<file path="src/rtl/data_memory_arbiter_pkg.sv">
// data_memory_arbiter_pkg: shared state codes, port indices and latency limits for the memory arbiter
package data_memory_arbiter_pkg;
    localparam logic [1:0] IDLE  = 2'd0;
    localparam logic [1:0] ISSUE = 2'd1;
    localparam logic [1:0] WAIT  = 2'd2;
    localparam logic [1:0] DONE  = 2'd3;
    localparam logic PORT0 = 1'b0;
    localparam logic PORT1 = 1'b1;
    localparam int MAX_LATENCY = 4;
    localparam int CNT_WIDTH = $clog2(MAX_LATENCY);
endpackage

</file>
<file path="src/rtl/data_memory_arbiter_round_robin_picker.sv">
// round_robin_picker: two-way one-hot grant; a lone requester always wins, ties go to the pointer port
module round_robin_picker
    import data_memory_arbiter_pkg::*;
(
    input  logic       valid0,
    input  logic       valid1,
    input  logic       pointer,
    output logic [1:0] grant
);
    // Grant the only requester, or the pointed-to one when both ask
    always_comb begin
        grant[0] = valid0 && (!valid1 || pointer == PORT0);
        grant[1] = valid1 && (!valid0 || pointer == PORT1);
    end
endmodule

</file>
<file path="src/rtl/data_memory_arbiter.sv">
// data_memory_arbiter: shares one data_memory between two requesters, one transaction at a time
module data_memory_arbiter
    import data_memory_arbiter_pkg::*;
#(
    parameter int ADDR_WIDTH   = 8,
    parameter int DATA_WIDTH   = 8,
    parameter int READ_LATENCY = 1
) (
    input  logic                  clock,
    input  logic                  reset,
    input  logic                  req0_valid,
    input  logic                  req1_valid,
    input  logic                  req0_write,
    input  logic                  req1_write,
    input  logic [ADDR_WIDTH-1:0] req0_address,
    input  logic [ADDR_WIDTH-1:0] req1_address,
    input  logic [DATA_WIDTH-1:0] req0_wdata,
    input  logic [DATA_WIDTH-1:0] req1_wdata,
    output logic                  req0_ready,
    output logic                  req1_ready,
    output logic                  req0_done,
    output logic                  req1_done,
    output logic [DATA_WIDTH-1:0] req0_rdata,
    output logic [DATA_WIDTH-1:0] req1_rdata,
    output logic                  signal_memread,
    output logic                  signal_memwrite,
    output logic [ADDR_WIDTH-1:0] address,
    output logic [DATA_WIDTH-1:0] data_to_write,
    input  logic [DATA_WIDTH-1:0] data_out
);
    logic [1:0]            state;
    logic                  pointer;
    logic                  winner;
    logic                  op_write;
    logic [CNT_WIDTH-1:0]  count;
    logic [1:0]            grant;
    logic                  accept;
    logic                  finish;
    logic                  sel_write;
    logic [ADDR_WIDTH-1:0] sel_address;
    logic [DATA_WIDTH-1:0] sel_wdata;

    if (READ_LATENCY < 1 || READ_LATENCY > MAX_LATENCY) begin : g_bad_latency
        $error("READ_LATENCY must lie within 1..%0d", MAX_LATENCY);
    end

    round_robin_picker u_picker (
        .valid0 (req0_valid),
        .valid1 (req1_valid),
        .pointer(pointer),
        .grant  (grant)
    );

    // Accept only from IDLE; finish marks the edge that closes the last strobe cycle
    always_comb begin
        accept      = state == IDLE && |grant && !reset;
        finish      = (state == ISSUE && (op_write || READ_LATENCY == 1)) || (state == WAIT && count == CNT_WIDTH'(1));
        sel_write   = grant[1] ? req1_write : req0_write;
        sel_address = grant[1] ? req1_address : req0_address;
        sel_wdata   = grant[1] ? req1_wdata : req0_wdata;
    end

    assign req0_ready = accept && grant[0];
    assign req1_ready = accept && grant[1];

    // Transaction sequencer: strobes are raised at acceptance so they appear in the following cycle
    always_ff @(posedge clock or posedge reset) begin
        if (reset) begin
            state           <= IDLE;
            pointer         <= PORT0;
            winner          <= PORT0;
            op_write        <= 1'b0;
            count           <= '0;
            signal_memread  <= 1'b0;
            signal_memwrite <= 1'b0;
            address         <= '0;
            data_to_write   <= '0;
            req0_done       <= 1'b0;
            req1_done       <= 1'b0;
            req0_rdata      <= '0;
            req1_rdata      <= '0;
        end else begin
            req0_done <= finish && winner == PORT0;
            req1_done <= finish && winner == PORT1;
            if (accept) begin
                state           <= ISSUE;
                winner          <= grant[1];
                pointer         <= ~grant[1];
                op_write        <= sel_write;
                address         <= sel_address;
                data_to_write   <= sel_wdata;
                signal_memwrite <= sel_write;
                signal_memread  <= !sel_write;
            end else if (finish) begin
                state           <= DONE;
                signal_memread  <= 1'b0;
                signal_memwrite <= 1'b0;
                if (!op_write && winner == PORT0) req0_rdata <= data_out;
                if (!op_write && winner == PORT1) req1_rdata <= data_out;
            end else if (state == ISSUE) begin
                state <= WAIT;
                count <= CNT_WIDTH'(READ_LATENCY - 1);
            end else if (state == WAIT) begin
                count <= count - 1'b1;
            end else if (state == DONE) begin
                state <= IDLE;
            end
        end
    end
endmodule
</file>
<file path="config.mk">
export PLATFORM = sky130hd
export DESIGN_NAME = data_memory_arbiter
export DESIGN_NICKNAME = d
export VERILOG_FILES = /design/src/rtl/data_memory_arbiter_pkg.sv /design/src/rtl/data_memory_arbiter_round_robin_picker.sv /design/src/rtl/data_memory_arbiter.sv
export SDC_FILE = /design/constraint.sdc
export NUM_CORES = 1
export LEC_CHECK = 0
export ABC_CLOCK_PERIOD_IN_PS = 1900
export CAP_MARGIN = 20
export CORE_UTILIZATION = 25
export DETAILED_ROUTE_END_ITERATION = 7
export GPL_TIMING_DRIVEN = 1
export SLEW_MARGIN = 20
export SYNTH_ARGS = -nofsm -noshare
export SYNTH_HDL_FRONTEND = slang
export SYNTH_HIERARCHICAL = 1
export SYNTH_SLANG_ARGS = --single-unit
</file>
<file path="constraint.sdc">
create_clock -name clock -period 1.9 [get_ports clock]
set_clock_uncertainty 0.15 [all_clocks]
set_input_delay 0.19 -clock clock [delete_from_list [all_inputs] [get_ports clock]]
set_output_delay 0.19 -clock clock [all_outputs]
set_load 0.01 [all_outputs]
</file>
# Yosys cells after proc, flatten, opt, wreduce, memory -nomap -nowiden
# Cells that the tools add are included.
# word_totals
regBits	43
in_bits	46
# classes
n_addsub	1
n_eq_ne	5
muxes	13
bitwise	5
reduce_logical	28
# op_table
operator	n
8-bit 2-to-1 mux	2
2-bit 2-to-1 mux	7
1-bit logical AND	11
3-bit AND reduction	3
1-bit logical NOT	5
1-bit inverter	5
2-bit by 1-bit equality test with 1-bit output (second input constant)	2
2-bit equality test (second input constant)	2
1-bit 2-to-1 mux	4
4-bit inequality test (second input constant)	1
2-bit nonzero test	2
4-bit nonzero test	1
1-bit logical OR	3
2-bit logical NOT	1
2-bit AND reduction	1
2-bit OR reduction	1
2-bit by 1-bit subtractor with 2-bit output (second input constant)	1

# Logic depth before layout (Yosys ltp)
# Gate-level depths: netlist of run 1.
# logic_depth
ltp_word	8
mapped_depth	7

# Modules after synthesis
# Netlist of run 1, hierarchy kept.
# by_module_without_submodules
module	instances	cells_per_inst	area_per_inst_um2	seq_area_each_um2
data_memory_arbiter	1	159	1933.1	1076.0
round_robin_picker	1	3	18.8	0.0

# Worst setup path before layout of run 1
# OpenSTA, ideal clock, no wires.
# synth_timing
path_type	register to register
from	register state[0]
to	register req0_rdata[0]
setup_time_ns	0.125
t_arrival_ns	1.820
path_slack_ns	-0.195
stages_incl_launch_ff	7
path_buffers	1
period_less_slack_ns	2.095
path_cell_list	dfrtp_1 inv_1 ha_1 nor2b_1 clkbuf_1 a2111oi_4 mux2_2
# synth_between
elab_chain_cells	5
elab_cells_between_ends	9
classes_between	2 x eq/ne; 1 x bitwise; 6 x reduce/logical
# synth_rtl
item	line	text
start: declaration	data_memory_arbiter.sv:31	logic [1:0] state;
start signal: assignment	data_memory_arbiter.sv:69	state <= IDLE;
start signal: assignment	data_memory_arbiter.sv:86	state <= ISSUE;
start signal: assignment	data_memory_arbiter.sv:95	state <= DONE;
2-bit logical NOT	data_memory_arbiter.sv:56	accept = state == IDLE && |grant && !reset;
1-bit logical AND (2 in series)	data_memory_arbiter.sv:56	
1-bit inverter (no source line)	--	
3-bit AND reduction (no source line) (*)	--	
end signal: assignment	data_memory_arbiter.sv:98	if (!op_write && winner == PORT0) req0_rdata <= data_out;
end: declaration	data_memory_arbiter.sv:23	output logic [DATA_WIDTH-1:0] req0_rdata,
# Every way passes the cells marked *; elsewhere a longest branch is shown, timed or not.
# A chain may end at the register's enable or synchronous reset.

# Final worst setup path of run 1
# layout_timing
from	input port req0_valid
to	register req0_rdata[5]
# layout_between
elab_cells_between_ends	9
classes_between	1 x bitwise; 8 x reduce/logical
# layout_lines
item	line	text
start: declaration	data_memory_arbiter.sv:11	input logic req0_valid,
1-bit logical AND	data_memory_arbiter_round_robin_picker.sv:12	grant[0] = valid0 && (!valid1 || pointer == PORT0);
via grant[0]	data_memory_arbiter.sv:36	logic [1:0] grant;
2-bit OR reduction	data_memory_arbiter.sv:56	
1-bit logical AND (2 in series)	data_memory_arbiter.sv:56	
1-bit inverter (no source line)	--	
3-bit AND reduction (no source line)	--	
# The timed path passes the listed nets, and every way through them passes these cells.

==> results of run 1 <==
==> cell usage after synthesis, drive strengths merged <==
cell type  instances
dfrtp             43
o21ai             32
mux2i             18
mux2              17
inv                7
a21oi              6
ha                 6
nor2               6
clkbuf             4
nand2              4
buf                3
nand2b             3
a21boi             2
a21o               2
and2               2
a2111oi            1
a22o               1
nor2b              1
o2111ai            1
o211ai             1
o2bb2ai            1
or2                1
==> layer usage <==
layer	track usage	share of wire	wire length, um	vias to the layer above
li1	-	-	-	795
met1	0.1595	0.46	2283	778
met2	0.2061	0.48	2384	39
met3	0.03451	0.045	220	7
met4	0.03629	0.011	53	0
met5	0	0	0	-
==> registers in the layout (all words and copies together) (netlist names), 2 cells and up <==
name	cells
req1_rdata	8
address	8
req0_rdata	8
data_to_write	8
state	2
count	2
==> cell families (layout without fill, tap and decap cells) <==
| kind of cell | Yosys count | count (layout) | synth area share |
|---|---|---|---|
| buffers and inverters | 14 | 128 | 0.02820 |
| muxes | 35 | 35 | 0.1904 |
| DFF | 43 | 43 | 0.5513 |
| AOI/OAI and AO/OA | 47 | 47 | 0.1474 |
| adders and majority gates | 6 | 6 | 0.03846 |
| and+or+nand+nor | 17 | 17 | 0.04423 |
==> tightest hold or removal path, delay by kind of cell <==
family,cells,cell delay (ns)
buffers and inverters,3,0.84
==> final timing paths <==
check / endpoint / slack, ns / depth (start not counted)
worst max-delay path: req0_rdata[5] / -0.005 / 6
worst min-delay path: req0_done / 0.20 / 3
worst max register to register: req0_rdata[5] / 0 / 7
worst min register to register: signal_memwrite / 0.35 / 1
max in group asynchronous: count[1] / 0.95 / 4
min in group clock: signal_memwrite / 0.35 / 1
==> metrics by stage <==
stage,area [um^2],power [mW],std cells
after floorplan,1962,2.630,162
after global placement,3123,3.926,365
after detailed placement,3123,3.974,365
after CTS,3268,4.661,374
after global routing,3313,5.058,375
final,3313,4.709,375
==> where the power goes <==
group	total, mW	leakage (nW)	switching (mW)	internal, mW
combinational	2.53	0.873	0.995	1.54
clock	0.574	0.0402	0.318	0.256
sequential	1.60	0.526	0.251	1.35
==> layout make-up <==
type / count / area, um^2
clock buffers: 5 / 68.82
multi-input cells: 105 / 907.1
repair buffers: 113 / 1091
clock inverters: 3 / 20.02
well taps: 99 / 123.9
flip-flops and latches: 43 / 1076
fillers: 705 / 4095
inverters: 7 / 26.28
==> timing repair <==
item	in CTS	in global routing
setup buffers	1	1
hold buffers	0	0
setup endpoints to repair	18	18
pin swaps	3	2
resized for setup	14	12
hold endpoints to repair	0	0
==> impl_metrics.csv, run 1 <==
group,metric,value,unit
finish,final_common_cell,"clkdlybuf4s50_1",
logic_synthesis,synthTopCellsByArea,"dfrtp_1 (55%), mux2_2 (9.8%), mux2i_1 (9.2%), o21ai_0 (8.2%), ha_1 (3.8%)",
worst_setup_path,crit_start,"req0_valid",
worst_setup_path,r2r-start,"state[0]",
run_status,violations,"negative setup slack",
logic_synthesis,ys_types,24,
clocking,clk_pin_slew,0.08,ns
worst_hold_path,holdCritPathClass,"in2async",
detailed_routing,avgRoutedWirePerCell,13.18,um
worst_setup_path,critPathArrivalTime,1.94,ns
timing,period_needed,1.905,ns
die,core_area,7408,um^2
logic_synthesis,syn-cell-area,1952,um^2
power,power_density,1421,nW/um^2
worst_setup_path,slowest_stage,"clkdlybuf4s50_1",
logic_synthesis,synth-seq-area-share,0.5513,
clocking,cts_sinks,43,
placement,pre_cts_ws,-0.3589,ns
logic_synthesis,synth_nets,214,
logic_synthesis,synth-seq-cells,43,
worst_setup_path,cp_max_fo,8,
timing,hold_viol,0,
global_routing,grt_usage,0.1250,
detailed_routing,antenna_left,0,
finish,antenna_cells,0,
global_routing,grt_pass1_vias,1684,
timing,timing.hold.ws,0.2013,ns
logic_synthesis,synth_top_area_share,0.5513,
finish,final_cell_mix,"clkdlybuf4s50_1 (81), dfrtp_1 (43), o21ai_0 (32)",
clocking,clk_path_buf_depth,2,
worst_setup_path,critPathMaxStageDelay,0.45,ns
placement,portBuffers,83,
power,ir_worst_vdd,0.5277,mV
worst_setup_path,worstPathBufferInverterCount,2,
worst_setup_path,crit_type,"in2reg",
clocking,cts_buffers,5,
finish,synthToLayoutAreaGrowth,69.74,%
logic_synthesis,syn_inst,162,
flow_run,maxCapViolations,0,
timing,period_share,1.003,
timing,tightest_slew,0.2891,ns
timing,fmax,524.9,MHz
logic_synthesis,ys_warn_count,6,
global_routing,grt-ovfl-total,0,
clocking,insertion_delay,0.29,ns
finish,final_util,0.4472,
timing,fin_setup_tns,-0.02262,ns
worst_setup_path,worstSetupStartpointType,"input pin",
timing,rsz0062_at_grt,"yes",
finish,drive_gt1_frac,0.2500,
die,die_height,90.36,um
logic_synthesis,synth.avg_cell_area,12.05,um^2
run_status,status,"finished with violations",
worst_setup_path,path_delay_family,"buffers and inverters",
detailed_routing,dr.pass1.iters,5,
timing,finalMaxSlewViolations,0,
finish,final_nets,327,
detailed_routing,wirelength,4.942,mm
timing,setup_viol,7,
global_routing,grt_pass1_wl,8.197,mm
logic_synthesis,yosysTopAreaCell,"dfrtp_1",
detailed_routing,first_iter_violations,56,
power,leakage,1.440,nW
placement,dp_hpwl,3.714,mm
detailed_routing,num_vias,1619,
clocking,cts_tree,"yes",
global_routing,grt_max_degree,35,
die,ioPinCount,84,
timing,slew_headroom,0.8073,
detailed_routing,drc,0,
worst_setup_path,critPathRequiredTime,1.94,ns
detailed_routing,viasPerCell,4.317,
global_routing,grt_antenna_before_repair,0,
placement,gp_congestion,0.7814,
worst_setup_path,crit_path_cell_trace,"clkdlybuf4s50_1, a21boi_1, or2_4, a2111oi_4, buf_6, mux2_4",
timing,timing.final.ws_setup,-0.005298,ns
die,num_rows,31,
die,initial_core_util,0.2635,
clocking,clock-root-buffer,"clkbuf_8",
worst_setup_path,critPathCaptureType,"flop",
die,die_w,90.36,um
die,dieArea,8165,um^2
clocking,ctsHtreeMaxLevel,2,
Power figures use the tool's default switching activity.
==> run 2: changes to the inputs <==
- CTS_CLUSTER_DIAMETER: not set -> 80
==> results of run 2 <==
Final layout, timing and power as in run 1 (identical DEF).
==> run 3: changes to the inputs <==
- SLEW_MARGIN: 20 -> not set
==> results of run 3 <==
Final layout, timing and power as in run 1 (identical DEF).
